## src/rtl/ram_port_arbiter.sv

```systemverilog
// ram_port_arbiter: round-robin arbiter that shares one single-port synchronous
// RAM between an instruction-fetch port (A) and a load/store port (B).
// Each access runs IDLE -> ISSUE -> CAPTURE -> DONE. All outputs are registered.
module ram_port_arbiter #(
    parameter int ADDRESS_WIDTH = 16,
    parameter int DATA_WIDTH    = 16
) (
    input  logic                     clock,
    input  logic                     reset_n,

    // Port A (instruction fetch)
    input  logic                     req_a,
    input  logic                     rw_a,
    input  logic [ADDRESS_WIDTH-1:0] address_a,
    input  logic [DATA_WIDTH-1:0]    data_in_a,
    output logic                     ack_a,
    output logic [DATA_WIDTH-1:0]    data_out_a,

    // Port B (load/store)
    input  logic                     req_b,
    input  logic                     rw_b,
    input  logic [ADDRESS_WIDTH-1:0] address_b,
    input  logic [DATA_WIDTH-1:0]    data_in_b,
    output logic                     ack_b,
    output logic [DATA_WIDTH-1:0]    data_out_b,

    // Status
    output logic                     busy,

    // RAM side
    output logic                     mem_enable,
    output logic                     mem_rw,
    output logic [ADDRESS_WIDTH-1:0] mem_address,
    output logic [DATA_WIDTH-1:0]    mem_data_in,
    input  logic [DATA_WIDTH-1:0]    mem_data_out
);

    typedef enum logic [1:0] {
        ST_IDLE    = 2'd0,
        ST_ISSUE   = 2'd1,
        ST_CAPTURE = 2'd2,
        ST_DONE    = 2'd3
    } state_t;

    typedef enum logic {
        PORT_A = 1'b0,
        PORT_B = 1'b1
    } port_t;

    // FSM and arbitration state
    state_t                   state_q,      state_d;
    port_t                    last_grant_q, last_grant_d;
    port_t                    grant_q,      grant_d;

    // Registered RAM command
    logic                     mem_enable_q,  mem_enable_d;
    logic                     mem_rw_q,      mem_rw_d;
    logic [ADDRESS_WIDTH-1:0] mem_address_q, mem_address_d;
    logic [DATA_WIDTH-1:0]    mem_data_in_q, mem_data_in_d;

    // Registered requester-side outputs
    logic                     ack_a_q,      ack_a_d;
    logic                     ack_b_q,      ack_b_d;
    logic                     busy_q,       busy_d;
    logic [DATA_WIDTH-1:0]    data_out_a_q, data_out_a_d;
    logic [DATA_WIDTH-1:0]    data_out_b_q, data_out_b_d;

    // Arbitration result, only consumed in IDLE
    port_t                    pick;

    // Round-robin choice: a lone requester wins; on contention the port not granted last wins.
    always_comb begin
        pick = PORT_A;
        if (req_a && req_b) begin
            pick = (last_grant_q == PORT_A) ? PORT_B : PORT_A;
        end else if (req_b) begin
            pick = PORT_B;
        end
    end

    // Next-state and next-output logic for the access sequencer.
    always_comb begin
        // NOTE: every _d gets a default before the case so no path leaves a
        // variable unassigned, which would otherwise infer a latch.
        state_d       = state_q;
        last_grant_d  = last_grant_q;
        grant_d       = grant_q;
        mem_enable_d  = 1'b0;
        mem_rw_d      = mem_rw_q;
        mem_address_d = mem_address_q;
        mem_data_in_d = mem_data_in_q;
        data_out_a_d  = data_out_a_q;
        data_out_b_d  = data_out_b_q;

        case (state_q)
            ST_IDLE: begin
                if (req_a || req_b) begin
                    state_d      = ST_ISSUE;
                    grant_d      = pick;
                    last_grant_d = pick;
                    mem_enable_d = 1'b1;
                    if (pick == PORT_A) begin
                        mem_rw_d      = rw_a;
                        mem_address_d = address_a;
                        mem_data_in_d = data_in_a;
                    end else begin
                        mem_rw_d      = rw_b;
                        mem_address_d = address_b;
                        mem_data_in_d = data_in_b;
                    end
                end
            end

            // The RAM performs the access at the end of this cycle.
            ST_ISSUE: begin
                state_d = ST_CAPTURE;
            end

            // Read data is on mem_data_out now; writes leave data_out untouched.
            ST_CAPTURE: begin
                state_d = ST_DONE;
                if (!mem_rw_q) begin
                    if (grant_q == PORT_A) begin
                        data_out_a_d = mem_data_out;
                    end else begin
                        data_out_b_d = mem_data_out;
                    end
                end
            end

            // Requests are ignored here so a req still held during ack is not re-granted.
            ST_DONE: begin
                state_d = ST_IDLE;
            end

            default: begin
                state_d = ST_IDLE;
            end
        endcase

        // Outputs are registered, so they are derived from the state being entered.
        ack_a_d = (state_d == ST_DONE) && (grant_d == PORT_A);
        ack_b_d = (state_d == ST_DONE) && (grant_d == PORT_B);
        busy_d  = (state_d != ST_IDLE);
    end

    // State register; reset also drops mem_enable at once so an ISSUE-cycle write never commits.
    always_ff @(posedge clock or negedge reset_n) begin
        if (!reset_n) begin
            state_q       <= ST_IDLE;
            last_grant_q  <= PORT_B;
            grant_q       <= PORT_A;
            mem_enable_q  <= 1'b0;
            mem_rw_q      <= 1'b0;
            mem_address_q <= '0;
            mem_data_in_q <= '0;
            ack_a_q       <= 1'b0;
            ack_b_q       <= 1'b0;
            busy_q        <= 1'b0;
            data_out_a_q  <= '0;
            data_out_b_q  <= '0;
        end else begin
            // NOTE: non-blocking assignments so every flop samples the
            // pre-edge value of its _d, independent of statement order.
            state_q       <= state_d;
            last_grant_q  <= last_grant_d;
            grant_q       <= grant_d;
            mem_enable_q  <= mem_enable_d;
            mem_rw_q      <= mem_rw_d;
            mem_address_q <= mem_address_d;
            mem_data_in_q <= mem_data_in_d;
            ack_a_q       <= ack_a_d;
            ack_b_q       <= ack_b_d;
            busy_q        <= busy_d;
            data_out_a_q  <= data_out_a_d;
            data_out_b_q  <= data_out_b_d;
        end
    end

    assign ack_a       = ack_a_q;
    assign ack_b       = ack_b_q;
    assign busy        = busy_q;
    assign data_out_a  = data_out_a_q;
    assign data_out_b  = data_out_b_q;
    assign mem_enable  = mem_enable_q;
    assign mem_rw      = mem_rw_q;
    assign mem_address = mem_address_q;
    assign mem_data_in = mem_data_in_q;

endmodule

```

## config.mk

```make
export PLATFORM = sky130hd
export DESIGN_NAME = ram_port_arbiter
export DESIGN_NICKNAME = d
export VERILOG_FILES = /design/src/rtl/ram_port_arbiter.sv
export SDC_FILE = /design/constraint.sdc
export NUM_CORES = 1
export LEC_CHECK = 0
export BUFFER_PORTS_ARGS = -buffer_cell sky130_fd_sc_hd__buf_2
export CAP_MARGIN = 20
export CORE_MARGIN = 1.5
export CORE_UTILIZATION = 45
export CTS_BUF_LIST = sky130_fd_sc_hd__clkbuf_2
export CTS_CLUSTER_DIAMETER = 40
export CTS_CLUSTER_SIZE = 8
export DETAILED_ROUTE_END_ITERATION = 10
export HOLD_SLACK_MARGIN = 0.03
export PLACE_DENSITY = 0.79
export SYNTH_ARGS = -nofsm -noshare
export SYNTH_HDL_FRONTEND = slang
export SYNTH_SLANG_ARGS = --single-unit
```

## constraint.sdc

```tcl
create_clock -name clock -period 2 [get_ports clock]
set_input_delay 0.4 -clock clock [delete_from_list [all_inputs] [get_ports clock]]
set_output_delay 0.4 -clock clock [all_outputs]
set_load 0.005 [all_outputs]
```

# Word-level counts from Yosys, hierarchy flattened
# Cells that the tools add are included.
# Widths: inputs -> output; s select.
# totals
regBits,73
output_inout_bits,69
wordCells,40
# op_classes
eq_ne,4
n_mux,12
bitwise_logic,3
n_reduce_logical,9
# ops
operator,count
$mux 16,2
$mux 1,8
$pmux 2 s4,1
$eq 2x2->1 const B,3
$reduce_and 3->1,2
$logic_and 1x1->1,3
$not 1->1,3
$eq 2x1->1 const B,1
$logic_not 2->1,1
$mux 2,1
$reduce_and 2->1,1
$reduce_bool 2->1,1
$logic_or 1x1->1,1

# Longest topological paths before layout
# Gate-level depths: netlist of run 1.
# depth
ltp_word,6
ltp_mapped,6

# Worst setup path after synthesis of run 1
# Ideal clock, no wire load.
# synth_path
path_kind,flip-flop to flip-flop
start,register state_q[0]
end,register data_out_a_q[10] (netlist: data_out_a[10])
arrival_ns,1.505
slack_ns,0.370
stages_incl_launch_ff,6
n_path_buf,1
synth_period_minus_slack_ns,1.630
cell_sequence,dfrtp_1 -> inv_1 -> ha_1 -> nor3b_4 -> buf_6 -> mux2_2
# synth_via
elab_chain_len,2
# synth_rtl
element,line,source
start: declaration,51,"state_t state_q, state_d;"
start signal: assignment,165,state_q <= state_d;
$eq 2x2->1,95,case (state_q)
$reduce_and 3->1 (no line),--,
end signal: assignment,175,data_out_a_q <= data_out_a_d;
end: declaration,65,"logic [DATA_WIDTH-1:0] data_out_a_q, data_out_a_d;"
# Every way passes these cells.
# A chain may end at the register's enable or synchronous reset.

# Worst setup path in the final report of run 1
# layout_path
start,register state_q[0]
end,register mem_data_in_q[1] (netlist: mem_data_in[1])
# layout_via
elab_chain_len,2
# layout_rtl
element,line,source
$logic_not 2->1,95,
$reduce_and 2->1 (no line),--,
end signal: assignment,171,mem_data_in_q <= mem_data_in_d;
end: declaration,59,"logic [DATA_WIDTH-1:0] mem_data_in_q, mem_data_in_d;"
# Every way passes these cells.

==> results of run 1 <==
==> power groups by stage <==
stage	combinational, mW	sequential, mW	clock (mW)
finish	2.36	2.62	0.922
global route	2.64	2.71	1.00
CTS	2.40	2.62	0.958
detailed placement	2.40	2.65	0
global placement	2.32	2.63	0
floorplan	1.27	2.69	0
==> kinds of logic after synthesis <==
| group | count (synthesis) | synth area share (%) |
|---|---|---|
| adders and majority gates | 4 | 1.64 |
| DFF | 73 | 59.9 |
| AOI/OAI and AO/OA | 41 | 8.77 |
| muxes | 32 | 11.8 |
| and+or+nand+nor | 107 | 14.1 |
| buffers and inverters | 21 | 3.81 |
==> cell usage after synthesis <==
cell      instances  area share [%]
clkbuf_1          3            0.37
nand3b_2          1            0.37
mux2_2           32              12
nor2_1           35             4.3
buf_4             3            0.74
a21oi_1           2            0.33
dfstp_2           1            0.86
o221ai_1          1            0.29
o21a_1            1            0.25
nand3_1           1            0.16
a21boi_2          1            0.37
nor3b_4           1            0.61
a31oi_1          34             7.0
nand2_1          66             8.1
buf_2             9             1.5
a21boi_0          1            0.25
nor3_1            1            0.16
dfrtp_1          72              59
and2_1            1            0.20
inv_1             4            0.49
a21bo_2           1            0.33
ha_1              4             1.6
or2_2             1            0.20
buf_6             2            0.74
==> path summary, 6_finish.rpt <==
path                                                   end  slack (ns)  depth (start not counted)
worst max-delay path            mem_data_in[1]$_DFFE_PN0P_        0.33                          6
worst min-delay path            mem_address[5]$_DFFE_PN0P_        0.15                          3
worst max register to register  mem_data_in[1]$_DFFE_PN0P_        0.33                          6
worst min register to register   data_out_b[0]$_DFFE_PN0P_        0.53                          1
max in group asynchronous         last_grant_q$_DFFE_PN1P_        1.17                          3
min in group asynchronous        data_out_b[2]$_DFFE_PN0P_        0.48                          3
==> timing repair <==
item	4_1_cts	5_1_grt
hold buffers	1	0
buffers inserted	0	0
hold endpoints to repair	72	0
==> routing by layer <==
layer / global-route usage [%] / vias to the layer above
met5: 0 / -
met4: 7.04 / 0
met3: 4.67 / 5
met2: 32.0 / 123
met1: 25.0 / 1153
li1: - / 1249
==> worst max-delay path, delay by kind of cell (launching register included) <==
family / cells / cell delay [ns]
flops: 1 / 0.42
compound gates: 2 / 0.35
buf+inv: 2 / 0.47
fa+ha+maj: 1 / 0.28
simple gates: 1 / 0.07
==> through the flow <==
| stage | worst slack [ns] | hold WS, ns | cell area, um2 | util, % |
|---|---|---|---|---|
| after global placement | 0.432 | 0.457 | 3900 | 60.4 |
| after floorplan | 0.370 | 0.104 | 3050 | - |
| after CTS | 0.309 | 0.0858 | 4050 | 62.7 |
| after global routing | 0.164 | 0.115 | 4050 | 62.7 |
| final | 0.335 | 0.149 | 4050 | 62.7 |
| after detailed placement | 0.333 | 0.465 | 3900 | 60.4 |
==> state kept, by name, summed over array words and instances (netlist names) <==
| register | count |
|---|---|
| data_out_a | 16 |
| mem_enable | 1 |
| last_grant_q | 1 |
| mem_data_in | 16 |
| ack_b | 1 |
| mem_address | 16 |
| state_q | 2 |
| data_out_b | 16 |
| busy | 1 |
| ack_a | 1 |
| grant_q | 1 |
| mem_rw | 1 |
==> area by class of cell <==
type	count	share of cell area [%]
clock buffer	9	1.11
clock inverter	7	2.32
inverter	4	0.371
multi-input combinational	184	27.4
sequential	73	45.2
tap	77	2.38
timing repair buffer	162	21.2
==> reports/metrics.csv, run 1 <==
metric;value;unit
Die W;85.4;um
Clk pwr share;15.6;%
I/O pin count;155;
Hold Path Class;input port to register;
f_max;601;MHz
CTS tree;yes;
Tcrit/Tclk final;83.3;%
Metal-1 WL;2970;um
Warnings, synthesis;0;
Root Driver;clkbuf_2;
FF-to-FF Start;state_q[0]$_DFF_PN0_;
Longest Clk Path Bufs;2;
initial core utilization;47.3;%
metal3 WL;643;um
unrepaired setup endpoints after global routing;no;
syn_nets;368;
status;finished with violations;
Setup CP Type;register to register;
sum of negative setup slack;0;ns
Site Rows;29;
Slew Limit Fails;0;
Cell Int Power;3.89;mW
Critical Path RT;2.39;ns
1st-iter DRT viols;96;
layout cells sized above 1;49.0;%
leak pwr;2.03;nW
Via Count;2530;
NetSw;2.01;mW
register share of total power;44.3;%
Worst VDD drop;0.000616;V
commonest non-fill, non-tap cell in the layout;buf_2;
clk slew on worst S/H paths;0.20;ns
Final Non-Filler Cells;516;
FF+latch area;1830;um2
TritonCTS buffer count;9;
Avg Vias per Cell;4.90;
Mapped Area;3050;um2
max cap viols;0;
global route total overflow;0;
failing checks;DRC;
PwrDens;1460;nW/um2
final net count;524;
initial antenna violation count;0;
die height;85.4;um
CTS sink cnt;73;
most frequent cells in the layout;154 x buf_2, 72 x dfrtp_1, 66 x nand2_1, 35 x nor2_1, 34 x a31oi_1;
worst-path cell chain;inv_1 > ha_1 > o21a_2 > buf_4 > nor2_1 > a31oi_1;
H-tree depth;3;
Total GRT Usage;19.4;%
clk_skew;0.0155;ns
total die area;7290;um2
Placer Congestion;0.746;
largest net degree at the start of global routing;74;
critical path's largest stage delay;0.42;ns
DR DRC count;12;
Slew Limit Headroom;71.1;%
post-cts sizing count;0;
Worst setup startpoint;state_q[0]$_DFF_PN0_;
Mapped Cells;278;
CP max-delay cell;dfrtp_1;
crit-path max FO;45;
register area share after synthesis;59.9;%
routed len/inst;13.4;um
vias in the first global route;2467;
DR pass1 iterations;9;
IO buf count;154;
mean post-synth cell area;11.0;um2
Setup crit start kind;register;
min cycle time layout;1.67;ns
Final Power;5.90;mW
core area;6460;um2
uppermost routed layer;met4;
hold path startpoint;address_a[5];
Inserted Diodes;0;
DRT antenna net count;0;
Final HPWL DP;5060;um
Slew @ Worst Pin;0.431;ns
Logic pwr share;40.0;%
Yosys cell types;24;
first-pass GRT wire length;11100;um
final wirelength;6910;um
met2 routed WL;3250;um
Worst EP arrival;2.05;ns
area delta synth->final;32.5;%
area taken by multi-input logic gates;1110;um2
number of cells after detailed placement;499;
Fillers;558;
final hold viol count;0;
final setup fails;0;
Clock Latency Late Sink;0.46;ns
Setup crit end kind;register;
Yosys reg bits;73;
Switching Share;34.1;%
Note: power is estimated with default switching activity, not from simulation.
==> inputs of run 2 (changes only) <==
==> constraint.sdc (replaced) <==
create_clock -name clock -period 1.6 [get_ports clock]
set_input_delay 0.32 -clock clock [delete_from_list [all_inputs] [get_ports clock]]
set_output_delay 0.32 -clock clock [all_outputs]
set_load 0.005 [all_outputs]
==> run 2 against run 1 <==
The flow still finishes with violations (DRC). Combinational power up 34%. Sequential share of layout area down 4.4 points. Non-clock buffer count up 38. First-iteration DRC count up 18%. Worst setup slack worse by 0.29 ns. Die area unchanged. Core utilization up 6.7 points. Sequential power up 25%. Fmax up 6.7%. Cell count up 7.4%.
==> reports/metrics.csv, run 2 (same netlist as run 1, synthesis figures left out) <==
metric;value;unit;change
first-pass GRT wire length;12000;um;+7.7%
1st-iter DRT viols;113;;+18%
CTS tree;yes;;
IO buf count;154;;unchanged
initial antenna violation count;0;;unchanged
CP max-delay cell;dfrtp_1;;
largest net degree at the start of global routing;42;;-43%
final setup fails;0;;unchanged
Tcrit/Tclk final;97.5;%;+14 points
Root Driver;clkbuf_2;;
final net count;562;;+7.3%
CTS sink cnt;73;;unchanged
unrepaired setup endpoints after global routing;yes;;
Final HPWL DP;5130;um;+1.3%
Setup crit start kind;register;;
Final Core Density;69.4;%;+6.7 points
clk_skew;0.0271;ns;+0.0116 ns
RR Endpoint;data_out_a[9]$_DFFE_PN0P_;;
global route total overflow;0;;unchanged
Slew Limit Fails;0;;unchanged
DR DRC count;13;;+1
failing checks;DRC;;
routed len/inst;13.9;um;+3.5%
crit path buf inv count;2;;unchanged
vias in the first global route;2627;;+6.5%
commonest non-fill, non-tap cell in the layout;buf_2;;
clk slew on worst S/H paths;0.20;ns;about the same
Setup CP Type;register to register;;
crit-path max FO;16;;-64%
H-tree depth;3;;unchanged
final wirelength;7680;um;+11%
min cycle time layout;1.56;ns;-0.105 ns
max cap viols;0;;unchanged
worst-path cell chain;inv_2 > ha_2 > nor3b_4 > buf_12 > mux2_2;;
Final Power;7.62;mW;+29%
Via Count;2773;;+9.6%
most frequent cells in the layout;153 x buf_2, 72 x dfrtp_1, 66 x nand2_1, 36 x dlygate4sd3_1, 35 x nor2_1;;
sum of negative setup slack;0;ns;unchanged
DRT antenna net count;0;;unchanged
Die W;85.4;um;unchanged
flop2flop setup slack;0.04;ns;-0.29 ns
Site Rows;29;;unchanged
area delta synth->final;46.8;%;
Fillers;489;;-12%
Final WS setup;0.0400;ns;-0.295 ns
f_max;641;MHz;+6.7%
Hold Path Class;input port to register;;
DR pass1 iterations;8;;-1
Clock Latency Late Sink;0.49;ns;+0.03 ns
Worst EP arrival;1.94;ns;-0.11 ns
FF-to-FF Start;state_q[0]$_DFF_PN0_;;
PwrDens;1700;nW/um2;+17%
Longest Clk Path Bufs;2;;unchanged
Slew Limit Headroom;80.6;%;+9.5 points
die height;85.4;um;unchanged
Slew @ Worst Pin;0.291;ns;-0.140 ns
Setup crit end kind;register;;
crit path to;data_out_a[9]$_DFFE_PN0P_;;
status;finished with violations;;
FF+latch area;1830;um2;unchanged
Placer Congestion;0.828;;+11%
R2R cell count;5;;-1
TritonCTS buffer count;9;;unchanged
core area;6460;um2;unchanged
total die area;7290;um2;unchanged
critical path's largest stage delay;0.43;ns;about the same
area taken by multi-input logic gates;1120;um2;+0.79%
Final Non-Filler Cells;554;;+7.4%
Total GRT Usage;21.2;%;+1.8 points
leak pwr;2.21;nW;+8.7%
WP depth;5;;-1
Critical Path RT;1.98;ns;-0.41 ns
Worst setup startpoint;state_q[0]$_DFF_PN0_;;
I/O pin count;155;;unchanged
layout cells sized above 1;46.1;%;-2.9 points
Avg Vias per Cell;5.01;;+2.1%
Inserted Diodes;0;;unchanged
final hold viol count;0;;unchanged
Worst VDD drop;0.000747;V;+21%
initial core utilization;47.3;%;unchanged
delay-heaviest family, CP;flip-flops;;
number of cells after detailed placement;501;;+0.40%
Setup WS pre-CTS;0.0338;ns;-0.299 ns
[run 2: timing repair]
action                     CTS  global route
resized for setup            0             1
setup endpoints to repair    0            30
hold endpoints to repair    92             9
hold buffers                28             8
setup buffers                0             1
[run 2: worst min-delay path by stage]
stage | start | to | slack, ns | cells after the start
floorplan | reset_n | ack_a$_DFF_PN0_ | 0.02 | 0
global placement | reset_n | data_out_a[4]$_DFFE_PN0P_ | 0.19 | 1
detailed placement | reset_n | data_out_b[4]$_DFFE_PN0P_ | 0.19 | 1
CTS | mem_data_out[4] | data_out_b[4]$_DFFE_PN0P_ | 0.03 | 2
global route | data_in_b[10] | mem_data_in[10]$_DFFE_PN0P_ | 0.03 | 3
finish | mem_data_out[14] | data_out_a[14]$_DFFE_PN0P_ | 0.08 | 2
[run 2: metal layers]
layer | vias up | wire [um] | GRT usage [%]
met5 | - | 0 | 0
met2 | 142 | 3790 | 36.0
met3 | 17 | 593 | 4.28
met1 | 1284 | 3100 | 25.2
met4 | 0 | 192 | 11.7
li1 | 1330 | - | -
[run 2: layout make-up]
class                      count  share of cell area [%]
inverter                       4                   0.335
sequential                    73                    40.8
clock buffer                   9                    1.00
timing repair buffer         200                    28.6
multi-input combinational    184                    25.0
clock inverter                 7                    2.12
tap                           77                    2.15
[run 2: stage by stage]
stage | cell area [um2] | hold WS [ns]
after floorplan | 3060 | 0.0244
after global placement | 3970 | 0.186
after detailed placement | 3970 | 0.188
after CTS | 4390 | 0.0306
after global routing | 4480 | 0.0295
final | 4480 | 0.0759
[run 2: power breakdown]
part	total, mW	internal [mW]	switching [mW]	leakage, nW
logic	3.17	1.74	1.44	1.29
registers	3.28	2.78	0.500	0.838
clock network	1.16	0.518	0.646	0.0835
==> inputs of run 3 (changes only) <==
--- a/config.mk
+++ b/config.mk
@@ -7,14 +7,15 @@
 export LEC_CHECK = 0
 export BUFFER_PORTS_ARGS = -buffer_cell sky130_fd_sc_hd__buf_2
 export CAP_MARGIN = 20
+export CORE_ASPECT_RATIO = 1.2
 export CORE_MARGIN = 1.5
-export CORE_UTILIZATION = 45
+export CORE_UTILIZATION = 47
 export CTS_BUF_LIST = sky130_fd_sc_hd__clkbuf_2
 export CTS_CLUSTER_DIAMETER = 40
 export CTS_CLUSTER_SIZE = 8
 export DETAILED_ROUTE_END_ITERATION = 10
 export HOLD_SLACK_MARGIN = 0.03
-export PLACE_DENSITY = 0.79
+export PLACE_DENSITY = 0.82
 export SYNTH_ARGS = -nofsm -noshare
 export SYNTH_HDL_FRONTEND = slang
 export SYNTH_SLANG_ARGS = --single-unit
==> run 3 against run 2 <==
Hold slack got worse by 0.0016 ns. Non-clock buffer count grew 18. Largest power group unchanged. Critical path depth is the same. Sequential share of layout area fell by 1.8 points. Count of clock-buffer cells in the layout rose by 1. Die area decreased by 4.1%. Cell count increased by 4.7%. Sequential cell count unchanged. Clock skew up 0.0040 ns. The flow now finishes without violations. Sequential power about the same. Fmax shrank 1.4%. Total power increased by 3.4%.
==> reports/metrics.csv, run 3 (same netlist as run 1, synthesis figures left out) <==
metric;value;unit;change
status;finished clean;;
DR DRC count;0;;-13
Longest Clk Path Bufs;2;;unchanged
core area;6370;um2;-1.4%
Final Non-Filler Cells;580;;+4.7%
vias in the first global route;3140;;+20%
clk_skew;0.0311;ns;+0.00403 ns
Slew Limit Fails;0;;unchanged
DRT antenna net count;0;;unchanged
total die area;6990;um2;-4.1%
Final HPWL DP;5170;um;+0.75%
IO buf count;154;;unchanged
die height;91.3;um;+6.9%
routed len/inst;15.9;um;+14%
Critical Path RT;1.96;ns;-0.02 ns
PwrDens;1680;nW/um2;-1.1%
WP depth;5;;unchanged
layout cells sized above 1;44.2;%;-1.9 points
DR pass1 iterations;4;;-4
unrepaired setup endpoints after global routing;yes;;
hold path startpoint;data_in_a[1];;
number of cells after detailed placement;508;;+1.4%
Worst VDD drop;0.00101;V;+35%
crit-path max FO;16;;unchanged
Worst setup startpoint;state_q[0]$_DFF_PN0_;;
TritonCTS buffer count;9;;unchanged
Die W;76.6;um;-10%
Inserted Diodes;0;;unchanged
Root Driver;clkbuf_2;;
FF-to-FF Start;state_q[0]$_DFF_PN0_;;
Worst EP arrival;1.94;ns;about the same
Setup crit start kind;register;;
Setup crit end kind;register;;
Clock Latency Late Sink;0.48;ns;about the same
largest net degree at the start of global routing;48;;+14%
f_max;632;MHz;-1.4%
1st-iter DRT viols;111;;-1.8%
area delta synth->final;53.6;%;
critical path's largest stage delay;0.43;ns;about the same
CP max-delay cell;dfrtp_1;;
Final WS setup;0.0176;ns;-0.0224 ns
first-pass GRT wire length;14800;um;+24%
Hold Path Class;input port to register;;
worst-path cell chain;inv_2 > ha_2 > nor3b_4 > buf_12 > mux2_2;;
initial antenna violation count;0;;unchanged
H-tree depth;3;;unchanged
Tcrit/Tclk final;98.9;%;+1.4 points
Total GRT Usage;27.0;%;+5.9 points
Setup CP Type;register to register;;
Avg Vias per Cell;5.25;;+4.9%
crit path to;data_out_a[14]$_DFFE_PN0P_;;
initial core utilization;48.0;%;+0.69 points
CTS tree;yes;;
Setup WS pre-CTS;0.0609;ns;+0.0271 ns
Slew Limit Headroom;69.2;%;-11 points
Via Count;3044;;+9.8%
Placement Cell Area;3970;um2;about the same
final setup fails;0;;unchanged
Site Rows;32;;+10%
R2R cell count;5;;unchanged
final wirelength;9210;um;+20%
max cap viols;0;;unchanged
worst hold margin;0.0743;ns;-0.00163 ns
global route total overflow;0;;unchanged
flop2flop setup slack;0.02;ns;-0.02 ns
crit path buf inv count;2;;unchanged
commonest non-fill, non-tap cell in the layout;buf_2;;
most frequent cells in the layout;153 x buf_2, 72 x dfrtp_1, 66 x nand2_1, 56 x dlygate4sd3_1, 35 x nor2_1;;
I/O pin count;155;;unchanged
RR Endpoint;data_out_a[14]$_DFFE_PN0P_;;
delay-heaviest family, CP;flip-flops;;
Slew @ Worst Pin;0.462;ns;+0.171 ns
min cycle time layout;1.58;ns;+0.0224 ns
clk slew on worst S/H paths;0.19;ns;about the same
Placer Congestion;0.762;;-8.0%
leak pwr;2.29;nW;+3.6%
cell area after layout;4690;um2;+4.6%
CTS sink cnt;73;;unchanged
final hold viol count;0;;unchanged
final net count;580;;+3.2%
==> run 3: layout make-up <==
type,count,area [um2]
clock buffer,10,50.0
clock inverter,6,106
fill,397,1680
inverter,4,15.0
multi-input combinational,184,1120
sequential,73,1830
tap,85,106
timing repair buffer,218,1470
==> run 3: worst reg2reg max path, cell delays in order, from the launching register on <==
cell     delay (ns)
dfrtp_1        0.43
inv_2          0.09
ha_2           0.21
nor3b_4        0.22
buf_12         0.18
mux2_2         0.34
==> run 3: per-stage QoR <==
step	power, mW	setup TNS, ns	utilization [%]
global placement	6.23	0	62.4
global route	8.39	-0.329	73.7
floorplan	4.96	0	-
detailed placement	6.42	0	62.4
finish	7.88	0	73.7
CTS	7.81	0	73.5
==> run 3: how the worst min path moves through the flow <==
stage                                 end  slack (ns)  cells after the start
4_1_cts        mem_address[1]$_DFFE_PN0P_        0.03                      3
6_report       mem_data_in[1]$_DFFE_PN0P_        0.07                      3
3_3_place_gp    data_out_b[3]$_DFFE_PN0P_        0.29                      1
2_1_floorplan             ack_a$_DFF_PN0_        0.02                      0
3_5_place_dp    data_out_b[3]$_DFFE_PN0P_        0.30                      1
5_1_grt         data_out_b[5]$_DFFE_PN0P_        0.03                      2
==> run 3: timing repair <==
item	4_1_cts	5_1_grt
setup endpoints to repair	0	34
hold buffers	55	1
hold endpoints to repair	67	1
setup buffers	0	0
gates resized for setup	0	1
==> run 3: report_power, final <==
part | switching, mW | internal (mW)
combinational | 1.55 | 1.73
clock | 0.628 | 0.673
sequential | 0.517 | 2.78
==> run 3: per-layer routing <==
layer  vias up  part of all wire, %  global-route usage [%]
met5         -                    0                       0
li1       1362                    -                       -
met1      1412                   38                    30.4
met3        52                  9.2                    7.04
met4         0                  5.0                    16.8
met2       218                   48                    45.7
